`src/rtl/sap_pkg.sv`:
```
`default_nettype none
// +--------------------------------------------------------------------+
// | sap_pkg : opcodes, control words and T-state type for SAP sequencer |
// | Rev 1.0                                                             |
// +--------------------------------------------------------------------+
package sap_pkg;

  typedef enum logic [3:0] {
    LDA = 4'b0000,
    ADD = 4'b0001,
    SUB = 4'b0010,
    OUT = 4'b1110,
    HLT = 4'b1111
  } opcode_e;

  typedef enum logic [5:0] {
    T1 = 6'b000001,
    T2 = 6'b000010,
    T3 = 6'b000100,
    T4 = 6'b001000,
    T5 = 6'b010000,
    T6 = 6'b100000
  } t_state_e;

  localparam int CW_CP  = 11;
  localparam int CW_EP  = 10;
  localparam int CW_NLM = 9;
  localparam int CW_NCE = 8;
  localparam int CW_NLI = 7;
  localparam int CW_NEI = 6;
  localparam int CW_NLA = 5;
  localparam int CW_EA  = 4;
  localparam int CW_SU  = 3;
  localparam int CW_EU  = 2;
  localparam int CW_NLB = 1;
  localparam int CW_NLO = 0;

  localparam logic [11:0] IDLE       = 12'h3E3;
  localparam logic [11:0] FETCH_T1   = 12'h5E3;
  localparam logic [11:0] FETCH_T2   = 12'hBE3;
  localparam logic [11:0] FETCH_T3   = 12'h263;
  localparam logic [11:0] EXEC_MAR   = 12'h1A3;
  localparam logic [11:0] LDA_T5     = 12'h2C3;
  localparam logic [11:0] ADDSUB_T5  = 12'h2E1;
  localparam logic [11:0] ADD_T6     = 12'h3C7;
  localparam logic [11:0] SUB_T6     = 12'h3CF;
  localparam logic [11:0] OUT_T4     = 12'h3F2;

endpackage
`default_nettype wire

```
`src/rtl/sap_sequencer_if.sv`:
```
`default_nettype none
// +--------------------------------------------------------------------+
// | sap_sequencer_if : run/opcode in, control word and status out       |
// | Rev 1.0                                                             |
// +--------------------------------------------------------------------+
interface sap_sequencer_if;
  logic        run;
  logic [3:0]  instruction;
  logic [11:0] control_word;
  logic [5:0]  t_state;
  logic        halted;
  logic        instr_done;

  modport master (
    output run, instruction,
    input  control_word, t_state, halted, instr_done
  );

  modport slave (
    input  run, instruction,
    output control_word, t_state, halted, instr_done
  );
endinterface
`default_nettype wire

```
`src/rtl/sap_sequencer_ring_counter.sv`:
```
`default_nettype none
// +--------------------------------------------------------------------+
// | ring_counter : one-hot T1..T6 ring, advances when enable is high    |
// | Rev 1.0                                                             |
// +--------------------------------------------------------------------+
module ring_counter
  import sap_pkg::*;
(
  input  wire logic clock,
  input  wire logic reset,
  input  wire logic enable,
  output t_state_e  state
);

  t_state_e r_state;
  t_state_e w_next;

  always_ff @(posedge clock or posedge reset) begin
    if (reset) r_state <= T1;
    else       r_state <= w_next;
  end

  // Any non-one-hot value falls back to T1.
  always_comb begin
    w_next = r_state;
    if (enable) begin
      case (r_state)
        T1:      w_next = T2;
        T2:      w_next = T3;
        T3:      w_next = T4;
        T4:      w_next = T5;
        T5:      w_next = T6;
        T6:      w_next = T1;
        default: w_next = T1;
      endcase
    end
  end

  assign state = r_state;

endmodule
`default_nettype wire

```
`src/rtl/sap_sequencer.sv`:
```
`default_nettype none
// +--------------------------------------------------------------------+
// | sap_sequencer : SAP-1 T-state sequencer and microcode decoder       |
// | Rev 1.0                                                             |
// +--------------------------------------------------------------------+
module sap_sequencer
  import sap_pkg::*;
(
  input  wire logic      clock,
  input  wire logic      reset,
  sap_sequencer_if.slave bus
);

  t_state_e    w_t_state;
  logic        r_halted;
  logic        w_hlt_edge;
  logic        w_advance;
  logic [11:0] w_cw;

  // HLT freezes the ring at T4 on the same edge that sets halted.
  assign w_hlt_edge = bus.run && !r_halted && (w_t_state == T4) &&
                      (bus.instruction == HLT);
  assign w_advance  = bus.run && !r_halted && !w_hlt_edge;

  ring_counter u_ring (
    .clock  (clock),
    .reset  (reset),
    .enable (w_advance),
    .state  (w_t_state)
  );

  always_ff @(posedge clock or posedge reset) begin
    if (reset)           r_halted <= 1'b0;
    else if (w_hlt_edge) r_halted <= 1'b1;
  end

  always_comb begin
    w_cw = IDLE;
    if (reset) begin
      w_cw = FETCH_T1;
    end else if (bus.run && !r_halted) begin
      case (w_t_state)
        T1: w_cw = FETCH_T1;
        T2: w_cw = FETCH_T2;
        T3: w_cw = FETCH_T3;
        T4: begin
          case (bus.instruction)
            LDA, ADD, SUB: w_cw = EXEC_MAR;
            OUT:           w_cw = OUT_T4;
            default:       w_cw = IDLE;
          endcase
        end
        T5: begin
          case (bus.instruction)
            LDA:      w_cw = LDA_T5;
            ADD, SUB: w_cw = ADDSUB_T5;
            default:  w_cw = IDLE;
          endcase
        end
        T6: begin
          case (bus.instruction)
            ADD:     w_cw = ADD_T6;
            SUB:     w_cw = SUB_T6;
            default: w_cw = IDLE;
          endcase
        end
        default: w_cw = IDLE;
      endcase
    end
  end

  assign bus.control_word = w_cw;
  assign bus.t_state      = w_t_state;
  assign bus.halted       = r_halted;
  assign bus.instr_done   = (w_t_state == T6) && bus.run && !r_halted && !reset;

endmodule
`default_nettype wire

```
`src/flat_wrapper.sv`:
```
// flat-port wrapper written by rule: the top's interface ports become plain ports
module sap_sequencer_flat import sap_pkg::*;
  (clock, reset, bus_run, bus_instruction, bus_control_word, bus_t_state, bus_halted, bus_instr_done);
  sap_sequencer_if bus_i ();
  input  wire logic clock;
  input  wire logic reset;
  input wire logic [$bits(bus_i.run)-1:0] bus_run;
  input wire logic [$bits(bus_i.instruction)-1:0] bus_instruction;
  output wire logic [$bits(bus_i.control_word)-1:0] bus_control_word;
  output wire logic [$bits(bus_i.t_state)-1:0] bus_t_state;
  output wire logic [$bits(bus_i.halted)-1:0] bus_halted;
  output wire logic [$bits(bus_i.instr_done)-1:0] bus_instr_done;
  assign bus_i.run = bus_run;
  assign bus_i.instruction = bus_instruction;
  assign bus_control_word = bus_i.control_word;
  assign bus_t_state = bus_i.t_state;
  assign bus_halted = bus_i.halted;
  assign bus_instr_done = bus_i.instr_done;
  sap_sequencer u_core (.clock(clock), .reset(reset), .bus(bus_i));
endmodule
```
`config.mk`:
```
export PLATFORM = sky130hd
export DESIGN_NAME = sap_sequencer_flat
export DESIGN_NICKNAME = d
export VERILOG_FILES = /design/src/rtl/sap_pkg.sv /design/src/rtl/sap_sequencer_if.sv /design/src/rtl/sap_sequencer_ring_counter.sv /design/src/rtl/sap_sequencer.sv /design/src/flat_wrapper.sv
export SDC_FILE = /design/constraint.sdc
export NUM_CORES = 1
export LEC_CHECK = 0
export BUFFER_PORTS_ARGS = -buffer_cell sky130_fd_sc_hd__buf_2
export CORE_UTILIZATION = 40
export CTS_BUF_LIST = sky130_fd_sc_hd__clkbuf_2 sky130_fd_sc_hd__clkbuf_4 sky130_fd_sc_hd__clkbuf_8
export CTS_CLUSTER_DIAMETER = 40
export DETAILED_ROUTE_END_ITERATION = 8
export PLACE_DENSITY = 0.77
export SKIP_LAST_GASP = 1
export SLEW_MARGIN = 20
export SYNTH_ARGS = -nofsm -noshare
export SYNTH_HDL_FRONTEND = slang
export SYNTH_HIERARCHICAL = 1
export SYNTH_SLANG_ARGS = --single-unit
```
`constraint.sdc`:
```
create_clock -name clock -period 3.1 [get_ports clock]
set_input_delay 0.155 -clock clock [delete_from_list [all_inputs] [get_ports clock]]
set_output_delay 0.155 -clock clock [all_outputs]
set_load 0.02 [all_outputs]
```
==> impl_metrics.json, run 1 <==
{
  "hold_violations": 0,
  "drtIter0Drc": 8,
  "worst_path_max_delay_cell": "dlygate4sd3_1",
  "synthArstFlopShare_pct": 100,
  "final.setup.tns_ns": 0,
  "grt_max_degree": 18,
  "post-route-drc-count": 0,
  "layout.nets": 113,
  "critPathRequiredTime_ns": 2.94,
  "port-buffer-count": 26,
  "fmax_mhz": 386,
  "rows": 14,
  "setup.worst_path.end_class": "primary output",
  "track_usage_pct": 18.8,
  "dp.final_hpwl_mm": 1.24,
  "crit_top_cell": "buf_2",
  "via_per_inst": 5.96,
  "filler_cell_count": 158,
  "p_total_mw": 0.537,
  "synth_mux_area_share_pct": 3.13,
  "cts_sinks": 7,
  "yosys.area_share.adder_pct": 0,
  "root_buffer": "clkbuf_4",
  "maxCapViolCount": 0,
  "hold_path.class": "input port to flop",
  "ys_ff_latch": 7,
  "cts_setup_buffers": 0,
  "path_clk_slew_ns": 0.05,
  "synthCells": 78,
  "grt_overflow_total": 0,
  "post_drt_wl_per_cell_um": 13.7,
  "clock_skew_ns": 0.00284,
  "syn-num-nets": 85,
  "die_area_um2": 1870,
  "yosys.area.top_type": "dfrtp_1",
  "fin_crit_ns": 2.59,
  "critPathKind": "input port to primary output",
  "dr.pass1.iters": 4,
  "status": "finished clean",
  "pin_count": 27,
  "synth_common_cells": "dfrtp_1 (6), inv_1 (6), nor2_1 (5), o21ai_0 (5)",
  "period_share_pct": 83.5,
  "path_cells": "dlygate4sd3_1, buf_2, or3b_4, or4_1, or4_4, buf_2",
  "yosys.area_share.simple_pct": 45.3,
  "critical-path-max-stage-delay_ns": 0.53,
  "timing.slew.headroom_pct": 62.8,
  "cts-resized-gates": 0,
  "yosysUniqueCellTypes": 43,
  "routabilityCongestion": 0.859,
  "drtAntennaViolNets": 0,
  "synth_area_um2": 679,
  "vias": 721,
  "cts_tree": "done",
  "synth-edff-count": 0,
  "synthXorXnorAreaFrac_pct": 2.58,
  "grt_pass1_vias": 615,
  "ys_top_cells_by_area": "dfrtp_1 (22%), nor4b_2 (4.4%), dfstp_2 (3.9%)",
  "seq_area_frac_synth_pct": 26.0,
  "ir_worst_vdd_v": 0.000413,
  "tightestPinTransition_ns": 0.557,
  "synth_top_family_by_area": "simple AND/OR/NAND/NOR gates",
  "synth_compound_gate_area_share_pct": 15.5,
  "fp.dieW_um": 43.2,
  "syn_area_per_cell_um2": 8.71,
  "crit_fanout": 6,
  "yosys_warnings": 6,
  "yosysTopAreaCellShare_pct": 22.1,
  "power.density_nw_per_um2": 638,
  "antennaDiodeCount": 0,
  "setup_viol": 0,
  "cts_inserted_buffers": 3,
  "clk_latency_ns": 0.24,
  "syn_to_final_growth_pct": 23.8,
  "clockBufferDepth": 2,
  "ys_dominant_reg_cell": "dfrtp_1",
  "grt_pass1_wl_mm": 2.68,
  "arrival_ns": 2.43,
  "fin_util_pct": 54.5,
  "rsz0062_at_grt": "false",
  "startpoint_type": "input port",
  "die_h_um": 43.2,
  "initial_utilization_pct": 44.1,
  "finalWirelength_mm": 1.65,
  "htree_levels": 1,
  "antenna_found_initial": 0,
  "drive_gt1_share_pct": 42.9,
  "core_um2": 1540,
  "drv_slew": 0,
  "p_leak_nw": 0.376
}
## state kept, by name, summed over array words and instances, names as in the netlist
| name | flops |
|---|---|
| u_core/bus.halted | 1 |
| u_core/u_ring/state | 6 |
## timing repair
action	in CTS	in global routing
hold buffers	1	0
setup endpoints to repair	0	0
endpoints found under the hold margin	6	0
## kinds of logic (layout without fill, tap and decap cells)
family,Yosys count,count (layout)
simple gates,42,42
compound gates,15,15
buf+inv,10,37
flops,7,7
xor+xnor,2,2
mux,2,2
## metrics by stage
step                      cell area [um^2]  std cells  hold slack (ns)  setup WS (ns)
after floorplan                        679         78           -0.116          0.832
after global placement                 801        116           0.0327          0.883
after detailed placement               801        116           0.0351          0.774
after CTS                              841        121            0.172          0.524
after global routing                   841        121            0.169          0.444
final                                  841        121            0.180          0.510
## worst paths after layout
check / slack (ns) / end / startpoint / cells past startpoint
setup / recovery: 0.51 / bus_control_word[1] / reset / 6
hold / removal: 0.18 / u_core/bus.halted$_DFFE_PP0P_ / bus_run / 2
setup reg to reg: 0.73 / u_core/u_ring/state[1]$_DFFE_PP0P_ / u_core/u_ring/state[2]$_DFFE_PP0P_ / 6
hold reg to reg: 0.52 / u_core/bus.halted$_DFFE_PP0P_ / u_core/bus.halted$_DFFE_PP0P_ / 1
max in group asynchronous: 2.43 / u_core/u_ring/state[0]$_DFFE_PP1P_ / reset / 3
min in group asynchronous: 0.34 / u_core/bus.halted$_DFFE_PP0P_ / reset / 3
## per-layer routing
layer  wire length, um  GRT usage, %  up-vias
li1                  -             -      357
met4                 0          7.27        0
met3                96          4.68        0
met5                 0             0        -
met2               757          29.6       20
met1               799          24.5      344
## cells in the final DEF, fill, tap and decap left out, drive strengths merged, types with 3 or more instances in the layout
cell | synthesis | layout
nor2 | 5 | 5
nand4 | 4 | 4
or3 | 3 | 3
inv | 6 | 6
nor4 | 5 | 5
nor3 | 5 | 5
buf | 4 | 26
dfrtp | 6 | 6
nor2b | 3 | 3
clkbuf | 0 | 4
o21ai | 5 | 5
## worst max-delay path: cells and delay by family
family	cells	cell delay, ns
buffers and inverters	3	0.85
and+or+nand+nor	3	1.43
## power breakdown
group	switching (mW)	total, mW	internal, mW
clock network	0.0296	0.0872	0.0576
registers	0.0740	0.194	0.120
logic	0.142	0.256	0.114
total	0.246	0.537	0.291
## final cells by class
type                    instances  area, um^2  share of cell area [%]
repair buffers                 27         140                    16.7
flip-flops and latches          7         176                    21.0
inverters                       6        22.5                    2.68
clock buffers                   4        30.0                    3.57
well taps                      16        20.0                    2.38
multi-input cells              61         452                    53.7
(Power assumes the default switching activity.)
==> inputs of run 2 (changes only) <==
- PLACE_DENSITY: 0.77 -> 0.8
- clock period: 3.1 -> 2.2 ns (I/O delays scaled with it)
==> impl_metrics.json, run 2 (same netlist as run 1, synthesis figures left out) <==
{
  "status": "finished clean",
  "finalWirelength_mm": 1.83,
  "grt_overflow_total": 0,
  "setup.worst_path.end_class": "primary output",
  "setup_viol": 0,
  "dp.final_hpwl_mm": 1.38,
  "rsz0062_at_grt": "true",
  "rrSetupSlack_ns": 0.31,
  "hold_end": "u_core/bus.halted$_DFFE_PP0P_",
  "layout.nets": 122,
  "drtIter0Drc": 18,
  "core_um2": 1540,
  "fmax_mhz": 455,
  "rows": 14,
  "power.density_nw_per_um2": 889,
  "die_area_um2": 1870,
  "fp.dieW_um": 43.2,
  "p_leak_nw": 0.429,
  "drtAntennaViolNets": 0,
  "hold_path.class": "input port to flop",
  "ir_worst_vdd_v": 0.000600,
  "regToRegStartpoint": "u_core/u_ring/state[0]$_DFFE_PP1P_",
  "timing.slew.headroom_pct": 69.5,
  "path_clk_slew_ns": 0.05,
  "met3_usage_pct": 1.70,
  "final.setup.tns_ns": 0,
  "antennaDiodeCount": 0,
  "initial_utilization_pct": 44.1,
  "maxCapViolCount": 0,
  "post-route-drc-count": 0,
  "vias": 765,
  "r2r_cells": 6,
  "die_h_um": 43.2,
  "dp_cells": 123,
  "largest_register_ffs": 6,
  "arrival_ns": 2.09,
  "htree_levels": 1,
  "dr.pass1.iters": 4,
  "filler_cell_count": 144,
  "fin_util_pct": 60.6,
  "hold_violations": 0,
  "critPathKind": "flop to primary output",
  "instances_no_fill": 130,
  "grt_pass1_wl_mm": 3.10,
  "holdWs_ns": 0.130,
  "cts_sinks": 7,
  "crit_fanout": 4,
  "rr_endpoint": "u_core/u_ring/state[1]$_DFFE_PP0P_",
  "period_share_pct": 99.8,
  "tightestPinTransition_ns": 0.455,
  "critPathRequiredTime_ns": 2.09,
  "routabilityCongestion": 0.757,
  "clock_skew_ns": 0.000408,
  "syn_to_final_growth_pct": 37.4,
  "fin_crit_ns": 2.20,
  "grt_use_met1_pct": 27.4,
  "drive_gt1_share_pct": 49.1,
  "hold_depth": 2,
  "antenna_found_initial": 0,
  "post_drt_wl_per_cell_um": 14.1,
  "drv_slew": 0,
  "clockBufferDepth": 2,
  "top_usage_layer": "met2",
  "via_per_inst": 5.88,
  "layout.cells.most_common": "buf_2",
  "root_buffer": "clkbuf_4",
  "startpoint_type": "flop",
  "cts_inserted_buffers": 3,
  "cts_tree": "done",
  "port-buffer-count": 26,
  "pin_count": 27,
  "hold_start": "bus_run",
  "grt_pass1_vias": 705,
  "clk_latency_ns": 0.25,
  "track_usage_pct": 21.5,
  "grt_max_degree": 17,
  "met2_usage_pct": 38.5,
  "final_cell_mix": "buf_2 (23), buf_4 (10), inv_1 (6), dfrtp_1 (6)"
}
==> run 2: worst max-delay path: stages (launching register included) <==
cell,delay (ns)
dfrtp_1,0.37
or3b_4,0.38
or4_4,0.44
or4_4,0.49
buf_6,0.15
==> run 2: how the worst max path moves through the flow <==
stage	to	depth (start not counted)	from
floorplan	u_core/u_ring/state[0]$_DFFE_PP1P_	8	u_core/u_ring/state[2]$_DFFE_PP0P_
global placement	bus_control_word[1]	4	u_core/bus.halted$_DFFE_PP0P_
detailed placement	bus_control_word[1]	4	u_core/bus.halted$_DFFE_PP0P_
CTS	bus_control_word[1]	4	u_core/bus.halted$_DFFE_PP0P_
global route	bus_control_word[1]	4	u_core/bus.halted$_DFFE_PP0P_
finish	bus_control_word[1]	4	u_core/bus.halted$_DFFE_PP0P_
==> run 2: routing by layer <==
| metal | wire, um | share of wire (%) | vias up |
|---|---|---|---|
| met5 | 0 | 0 | - |
| met4 | 6 | 0.33 | 0 |
| met3 | 125 | 6.8 | 2 |
| met2 | 964 | 53 | 39 |
| met1 | 737 | 40 | 352 |
| li1 | - | - | 372 |
==> run 2: where the power goes <==
group | internal (mW) | switching [mW] | total (mW)
sequential | 0.170 | 0.0490 | 0.218
combinational | 0.208 | 0.277 | 0.485
clock | 0.0814 | 0.0452 | 0.127
==> run 2: per-stage QoR <==
stage,total power [mW],cell area [um^2],setup WS [ns]
5_1_grt,0.890,933,-0.0564
6_report,0.830,933,0.00416
4_1_cts,0.829,925,-0.00643
3_5_place_dp,0.689,860,0.125
3_3_place_gp,0.665,860,0.163
2_1_floorplan,0.537,686,0.0178
==> run 2: final cells by class <==
class	instances	area [um^2]	share of cell area (%)
Clock buffer	4	30.0	3.22
Inverter	6	22.5	2.41
Multi-Input combinational cell	61	462	49.5
Sequential cell	7	176	18.9
Tap cell	16	20.0	2.14
Timing Repair Buffer	36	223	23.9
==> run 2: repair_timing <==
item / CTS / global route
setup endpoints to repair: 4 / 3
hold buffers: 1 / 0
hold endpoints to repair: 6 / 0
setup buffers: 2 / 0
resized for setup: 3 / 3
pin swaps: 1 / 0
